**config.mk**
```make
export PLATFORM = sky130hd
export DESIGN_NAME = sram_mem_ctrl
export DESIGN_NICKNAME = d
export VERILOG_FILES = /design/src/rtl/sram_mem_ctrl.sv
export SDC_FILE = /design/constraint.sdc
export NUM_CORES = 1
export LEC_CHECK = 0
export ABC_CLOCK_PERIOD_IN_PS = 3730
export CORE_MARGIN = 2
export CORE_UTILIZATION = 34
export DETAILED_ROUTE_END_ITERATION = 7
export GPL_TIMING_DRIVEN = 0
export PLACE_DENSITY = 0.87
export SYNTH_ARGS = -nofsm -noshare
export SYNTH_HDL_FRONTEND = slang
export SYNTH_SLANG_ARGS = --single-unit
```
**constraint.sdc**
```tcl
create_clock -name clk -period 3.73 [get_ports clk]
set_input_delay 1.119 -clock clk [delete_from_list [all_inputs] [get_ports clk]]
set_output_delay 1.119 -clock clk [all_outputs]
set_load 0.01 [all_outputs]
```
**src/rtl/sram_mem_ctrl.sv**
```systemverilog
// MEM-stage responder: splits each 32-bit load/store into two 16-bit SRAM phases.
// Optional SRAM_ADDR_CHECK_EN: out-of-range requests complete at once with addr_err set.
module sram_mem_ctrl #(
  parameter int WAIT_CYCLES = 5,
  parameter int ADDR_W      = 18,
  parameter int BASE_ADDR   = 1024
) (
  input  logic              clk,
  input  logic              rst,
  input  logic              rd_en,
  input  logic              wr_en,
  input  logic [31:0]       address,
  input  logic [31:0]       write_data,
  output logic [31:0]       read_data,
  output logic              ready,
  output logic              addr_err,
  output logic [ADDR_W-1:0] sram_addr,
  output logic [15:0]       sram_dq_o,
  input  logic [15:0]       sram_dq_i,
  output logic              sram_dq_oe,
  output logic              sram_we_n,
  output logic              sram_oe_n,
  output logic              sram_ce_n
);
  localparam int CNT_W = $clog2(WAIT_CYCLES + 1);

  typedef enum logic [1:0] {IDLE, LO, HI, DONE} state_t;

  state_t           state_q, state_d;
  logic [CNT_W-1:0] cnt_q, cnt_d;
  logic             wr_q, err_q;
  logic [31:0]      read_data_q;

  logic        req, last, oor;
  logic [31:0] offs;
  logic [30:0] hw_full;

  assign req     = rd_en | wr_en;
  assign last    = (cnt_q == CNT_W'(WAIT_CYCLES - 1));
  assign offs    = address - 32'(BASE_ADDR);
  assign hw_full = {offs[31:2], (state_q == HI)};

`ifdef SRAM_ADDR_CHECK_EN
  assign oor = (address < 32'(BASE_ADDR)) ||
               ({2'b00, offs[31:2]} >= (32'd1 << (ADDR_W - 1)));
`else
  assign oor = 1'b0;
`endif

  // Address LSBs and wrapped-off upper half-word bits are intentionally dropped.
  logic unused;
  assign unused = ^{offs[1:0], hw_full[30:ADDR_W]};

  always_ff @(posedge clk or posedge rst) begin
    if (rst) begin
      state_q     <= IDLE;
      cnt_q       <= '0;
      wr_q        <= 1'b0;
      err_q       <= 1'b0;
      read_data_q <= '0;
    end else begin
      state_q <= state_d;
      cnt_q   <= cnt_d;
      err_q   <= (state_q == IDLE) && req && oor;
      if (state_q == IDLE && req) wr_q <= wr_en;
      if (state_q == IDLE && req && oor && !wr_en) read_data_q <= '0;
      if (state_q == LO && last && !wr_q) read_data_q[15:0]  <= sram_dq_i;
      if (state_q == HI && last && !wr_q) read_data_q[31:16] <= sram_dq_i;
    end
  end

  always_comb begin
    state_d = state_q;
    cnt_d   = cnt_q;
    case (state_q)
      IDLE: begin
        cnt_d = '0;
        if (req) state_d = oor ? DONE : LO;
      end
      LO: begin
        if (last) begin
          state_d = HI;
          cnt_d   = '0;
        end else cnt_d = cnt_q + 1'b1;
      end
      HI: begin
        if (last) begin
          state_d = DONE;
          cnt_d   = '0;
        end else cnt_d = cnt_q + 1'b1;
      end
      default: state_d = IDLE;
    endcase
  end

  always_comb begin
    ready      = 1'b0;
    sram_addr  = '0;
    sram_dq_o  = '0;
    sram_dq_oe = 1'b0;
    sram_we_n  = 1'b1;
    sram_oe_n  = 1'b1;
    sram_ce_n  = 1'b1;
    case (state_q)
      IDLE: ready = ~req;
      LO, HI: begin
        sram_ce_n = 1'b0;
        sram_addr = hw_full[ADDR_W-1:0];
        if (wr_q) begin
          sram_we_n  = 1'b0;
          sram_dq_oe = 1'b1;
          sram_dq_o  = (state_q == HI) ? write_data[31:16] : write_data[15:0];
        end else sram_oe_n = 1'b0;
      end
      default: ready = 1'b1;
    endcase
  end

  assign read_data = read_data_q;
  assign addr_err  = err_q;
endmodule

```
# --- Word-level counts from Yosys, hierarchy flattened ---
# Index checks and enable logic that the tools add are counted.
# Widths: inputs -> output; s select.
word_totals:
  regBits: 38
  latchBits: 0
  ramBits: 0
  romBits: 0
  input_bits: 84
  out_inout_bits: 72
  word_cells: 42
  n_memories: 0
op_classes:
  add_sub_neg: 2
  n_mul: 0
  div_mod_pow: 0
  n_lt_le_gt_ge: 0
  n_eq_ne: 6
  shift: 0
  muxes: 17
  n_bitwise: 2
  n_reduce_logical: 10
op_table:
  columns: ["op", "count"]
  rows:
  - ["$mux 16", 3]
  - ["$sub 19x11->19 const B", 1]
  - ["$mux 18", 1]
  - ["$mux 1", 6]
  - ["$mux 2", 3]
  - ["$ne 2x2->1 const B", 3]
  - ["$pmux 2 s3", 1]
  - ["$pmux 3 s2", 1]
  - ["$logic_and 1x1->1", 5]
  - ["$add 3x1->3 const B", 1]
  - ["$eq 3x3->1 const B", 1]
  - ["$mux 3", 1]
  - ["$reduce_and 3->1", 1]
  - ["$eq 2x1->1 const B", 1]
  - ["$eq 2x2->1 const B", 1]
  - ["$logic_not 2->1", 1]
  - ["$pmux 1 s2", 1]
  - ["$reduce_bool 2->1", 1]
  - ["$reduce_or 2->1", 1]
  - ["$logic_not 1->1", 1]
  - ["$not 1->1", 1]
  - ["$or 1x1->1", 1]

# --- Depth between registers and ports, before layout ---
logic_depth:
  word_depth: 4
  depth_mapped: 6
  mapped_depth_nobuf: 5

# --- Worst setup path before layout ---
# OpenSTA, ideal clock, no wires.
synth_path:
  path_type: "input port to output port"
  from: "in address[16]"
  to: "out sram_addr[17]"
  t_arrival_ps: 2354
  required_ps: 2611
  setup_slack_ps: 257
  stages: 3
  path_buffers: 0
  path_cell_list: "or4_4 -> or4_1 -> a21oi_1"
synth_via:
  elab_chain_cells: 2
synth_rtl:
  columns: ["item", "line", "text"]
  rows:
  - ["start, declared", "12", "input logic [31:0] address,"]
  - ["$sub 19x11->19", "40", "assign offs = address - 32'(BASE_ADDR);"]
  - ["$mux 18", "104", "case (state_q)"]
  - ["end, declared", "17", "output logic [ADDR_W-1:0] sram_addr,"]
# No other way between the ends.

# --- Worst setup path after layout ---
layout_path:
  from: "in address[15]"
  to: "out sram_addr[17]"
# The elaborated chain is that of the path after synthesis.

==> metrics <==
area of the multi-input gates=1050 sq um; Avg Inst Size Synth=between 10 and 15 sq um; Starting DRT DRC Count=33; Worst VDD drop=379 uV; post-route DRC violation count=0; TritonRoute pass-1 iters=4; GP Congestion=0.716; Final #Nets=421; Ports=156; critical path peak fanout=4; post-synthesis xor/xnor area fraction=0.429%; worst r2r src=state_q[0]; Hold Fails Final Rpt=0; relative slew slack=a little under half; H-tree depth=2; total of flip-flops plus latches after synthesis=38; Port Buffer Count=between 100 and 150; initial antenna violation count=0; Post-Synth Simple-Gate Area=13.4%; Layout area overhead=77.7%; row count=28; highest clock rate=270 MHz; RSZ-0062 raised after global routing=yes; largest family of logic cells by synthesized area=multiplexers; complex-gate fraction of the synthesized area=under 10%; dpl hpwl=4.55 mm; post-layout util=62.0%; Final period util=99.4%; Slowest cell on crit path=or4_4; crit path kind=primary input to primary output; CP startpoint kind=primary input; synth warn=0; fraction of layout cells with a size suffix above 1=between 10% and 20%; HP Start=read_data[10]; Ant. Diodes=0; Max-Cap Viols=0; Via Count=between 1.5k and 2k; DRT antenna net count=0; Hold WS=505 ps; pin count of the biggest net entering global routing=39; Die ar.=6640 sq um; mux cell area share after synthesis=26.0%; Initial Util=34.9%; status=complete, no violations; global-route wire length before repair=9.04 mm; slowest stage delay, CP=530 ps; Final min period=between 3000 and 4000 ps; Hold Path Class=flip-flop to flip-flop; Seq/Total Area, Yosys=a little under half; Die Span X=81.5 um; Lkg Pwr=1.51 nW; CP endpoint kind=primary output; core area=5850 sq um; mapped cell area=2040 sq um; Arr. time, crit path=2590 ps; CTS clk-pin slew, worst paths=70 ps; TritonCTS Buffers=5; Power Density=between 700 and 800 nW/um^2; Worst-Margin Slew=797 ps; DRT Wirelength=5.77 mm; total power=2.79 mW; worst clock skew=around 6.0 ps; clk buf depth=2; gr usage total=about 18%; Mapped Nets=275; Most Frequent Cell on Critical Path=buf_2; setup bufs post-CTS=0; Syn Inst Count=roughly 180; Synth Area in Adders=4.29%; Post-CTS Hold Fix Bufs=0; Seq. cell area=951 sq um; vias in the first global route=2020; Sink Count=38; Avg WL per Cell=roughly 14 um; Root Buffer=clkbuf_8; Crit. Startpoint=address[15]; CTS tree=built; gr ovfl total=0; Critical Path RT=~2600 ps; Synth cell types=29; CP Cell Sequence=buf_2 -> or4_4 -> or4_1 -> a21oi_1 -> buf_2; Clk Latency, worst-skew pair=280 ps; overall die height=about 81 um; Final setup viols=0; fin. max-slew vios=0; fillers=493; vias per inst=4.76
==> routing by layer <==
layer,routed length (um),global-route usage (%)
met1,2220,19.3
met2,2960,32.5
met3,505,4.84
met4,88,7.12
met5,0,0
==> per-stage QoR <==
stage	setup slack, ps	std cells	setup TNS (ps)	area (sq um)
after global placement	-703	398	-3340	3530
final	22.3	406	0	3630
after detailed placement	-725	398	-3510	3530
after CTS	-20.8	406	-20.8	3630
after global routing	-8.48	406	-15.4	3630
after floorplan	257	184	0	2040
==> flip-flops by register name (all words and copies together) (netlist names) <==
name and flops:
cnt_q 3, read_data 32, state_q 2, wr_q 1
==> logic make-up (layout without fill, tap and decap cells) <==
kind of cell             count (synthesis)  count (layout)
AND/OR/NAND/NOR                         53              53
multiplexers                            49              49
flip-flops                              38              38
AO/OA/AOI/OAI                           19              19
buffers and inverters                   16             163
adder cells (fa/ha/maj)                  7               7
other                                    1               1
XOR/XNOR                                 1               1
==> cell usage after synthesis <==
| cell type | instances | area share, % |
|---|---|---|
| a21oi_1 | 5 | 1.2 |
| a22o_1 | 2 | 0.86 |
| a2bb2oi_1 | 1 | 0.43 |
| and2_1 | 8 | 2.5 |
| and3b_1 | 1 | 0.43 |
| buf_2 | 4 | 0.98 |
| buf_4 | 1 | 0.37 |
| clkbuf_1 | 2 | 0.37 |
| conb_1 | 1 | 0.18 |
| dfrtp_1 | 38 | 47 |
| ha_1 | 7 | 4.3 |
| inv_1 | 8 | 1.5 |
| inv_2 | 1 | 0.18 |
| mux2_2 | 32 | 18 |
| mux2i_1 | 17 | 8.3 |
| nand2_1 | 9 | 1.7 |
| nand2b_1 | 4 | 1.2 |
| nor2_1 | 21 | 3.9 |
| nor2b_1 | 1 | 0.31 |
| nor3b_1 | 2 | 0.74 |
| o21ai_0 | 7 | 1.7 |
| o31ai_1 | 3 | 1.1 |
| o41ai_1 | 1 | 0.43 |
| or2_2 | 1 | 0.31 |
| or3_1 | 2 | 0.61 |
| or4_1 | 2 | 0.74 |
| or4_4 | 1 | 0.55 |
| or4b_2 | 1 | 0.49 |
| xor2_1 | 1 | 0.43 |
==> timing repair <==
action / 4_1_cts / 5_1_grt
resized for setup: 37 / 9
pin swaps: 6 / 5
setup endpoints to repair: 8 / 5
hold endpoints to repair: 0 / 0
==> critical path, delay by kind of cell <==
| kind | cells | cell delay (ps) |
|---|---|---|
| AO/OA/AOI/OAI | 1 | 140 |
| buffers and inverters | 2 | 280 |
| AND/OR/NAND/NOR | 2 | 1040 |
==> cell type report <==
cell class,instances,share of cell area (%)
plain buffers,7,0.966
clock buffers,7,2.10
clock inverters,1,0.828
inverters,9,0.931
multi-input cells,130,29.0
flip-flops and latches,38,26.2
well taps,75,2.59
repair buffers,139,37.3
==> cells in the final DEF, fill, tap and decap left out, types with 2 or more instances in the layout <==
master           instances
a21oi_1                  5
ha_1                     6
a22o_1                   2
inv_1                    7
buf_2                   10
inv_2                    2
dlygate4sd2_1            3
clkbuf_8                 5
mux2i_1                 17
nor2_1                  20
or4_1                    2
clkdlybuf4s50_1        126
mux2_2                  32
clkbuf_1                 3
nand2_1                  8
clkdlybuf4s15_1          2
dfrtp_1                 38
o31ai_1                  3
and2_1                   8
o21ai_0                  7
nand2b_1                 4
==> worst paths after layout <==
| kind | endpoint | slack [ps] | depth (start not counted) |
|---|---|---|---|
| min reg2reg | read_data[10] | 500 | 1 |
| max reg2reg | read_data[28] | 1730 | 6 |
| min in group asynchronous | read_data[13] | 1310 | 2 |
| max | sram_addr[17] | 20 | 5 |
| max in group asynchronous | read_data[17] | 1920 | 2 |
| min | read_data[10] | 500 | 1 |
==> report_power, final <==
group	internal, mW	switching [mW]	total (mW)
Clock	0.200	0.141	0.341
Combinational	1.00	0.730	1.73
Sequential	0.609	0.109	0.719
Total	1.81	0.980	2.79
Note: power is estimated with default switching activity, not from simulation.
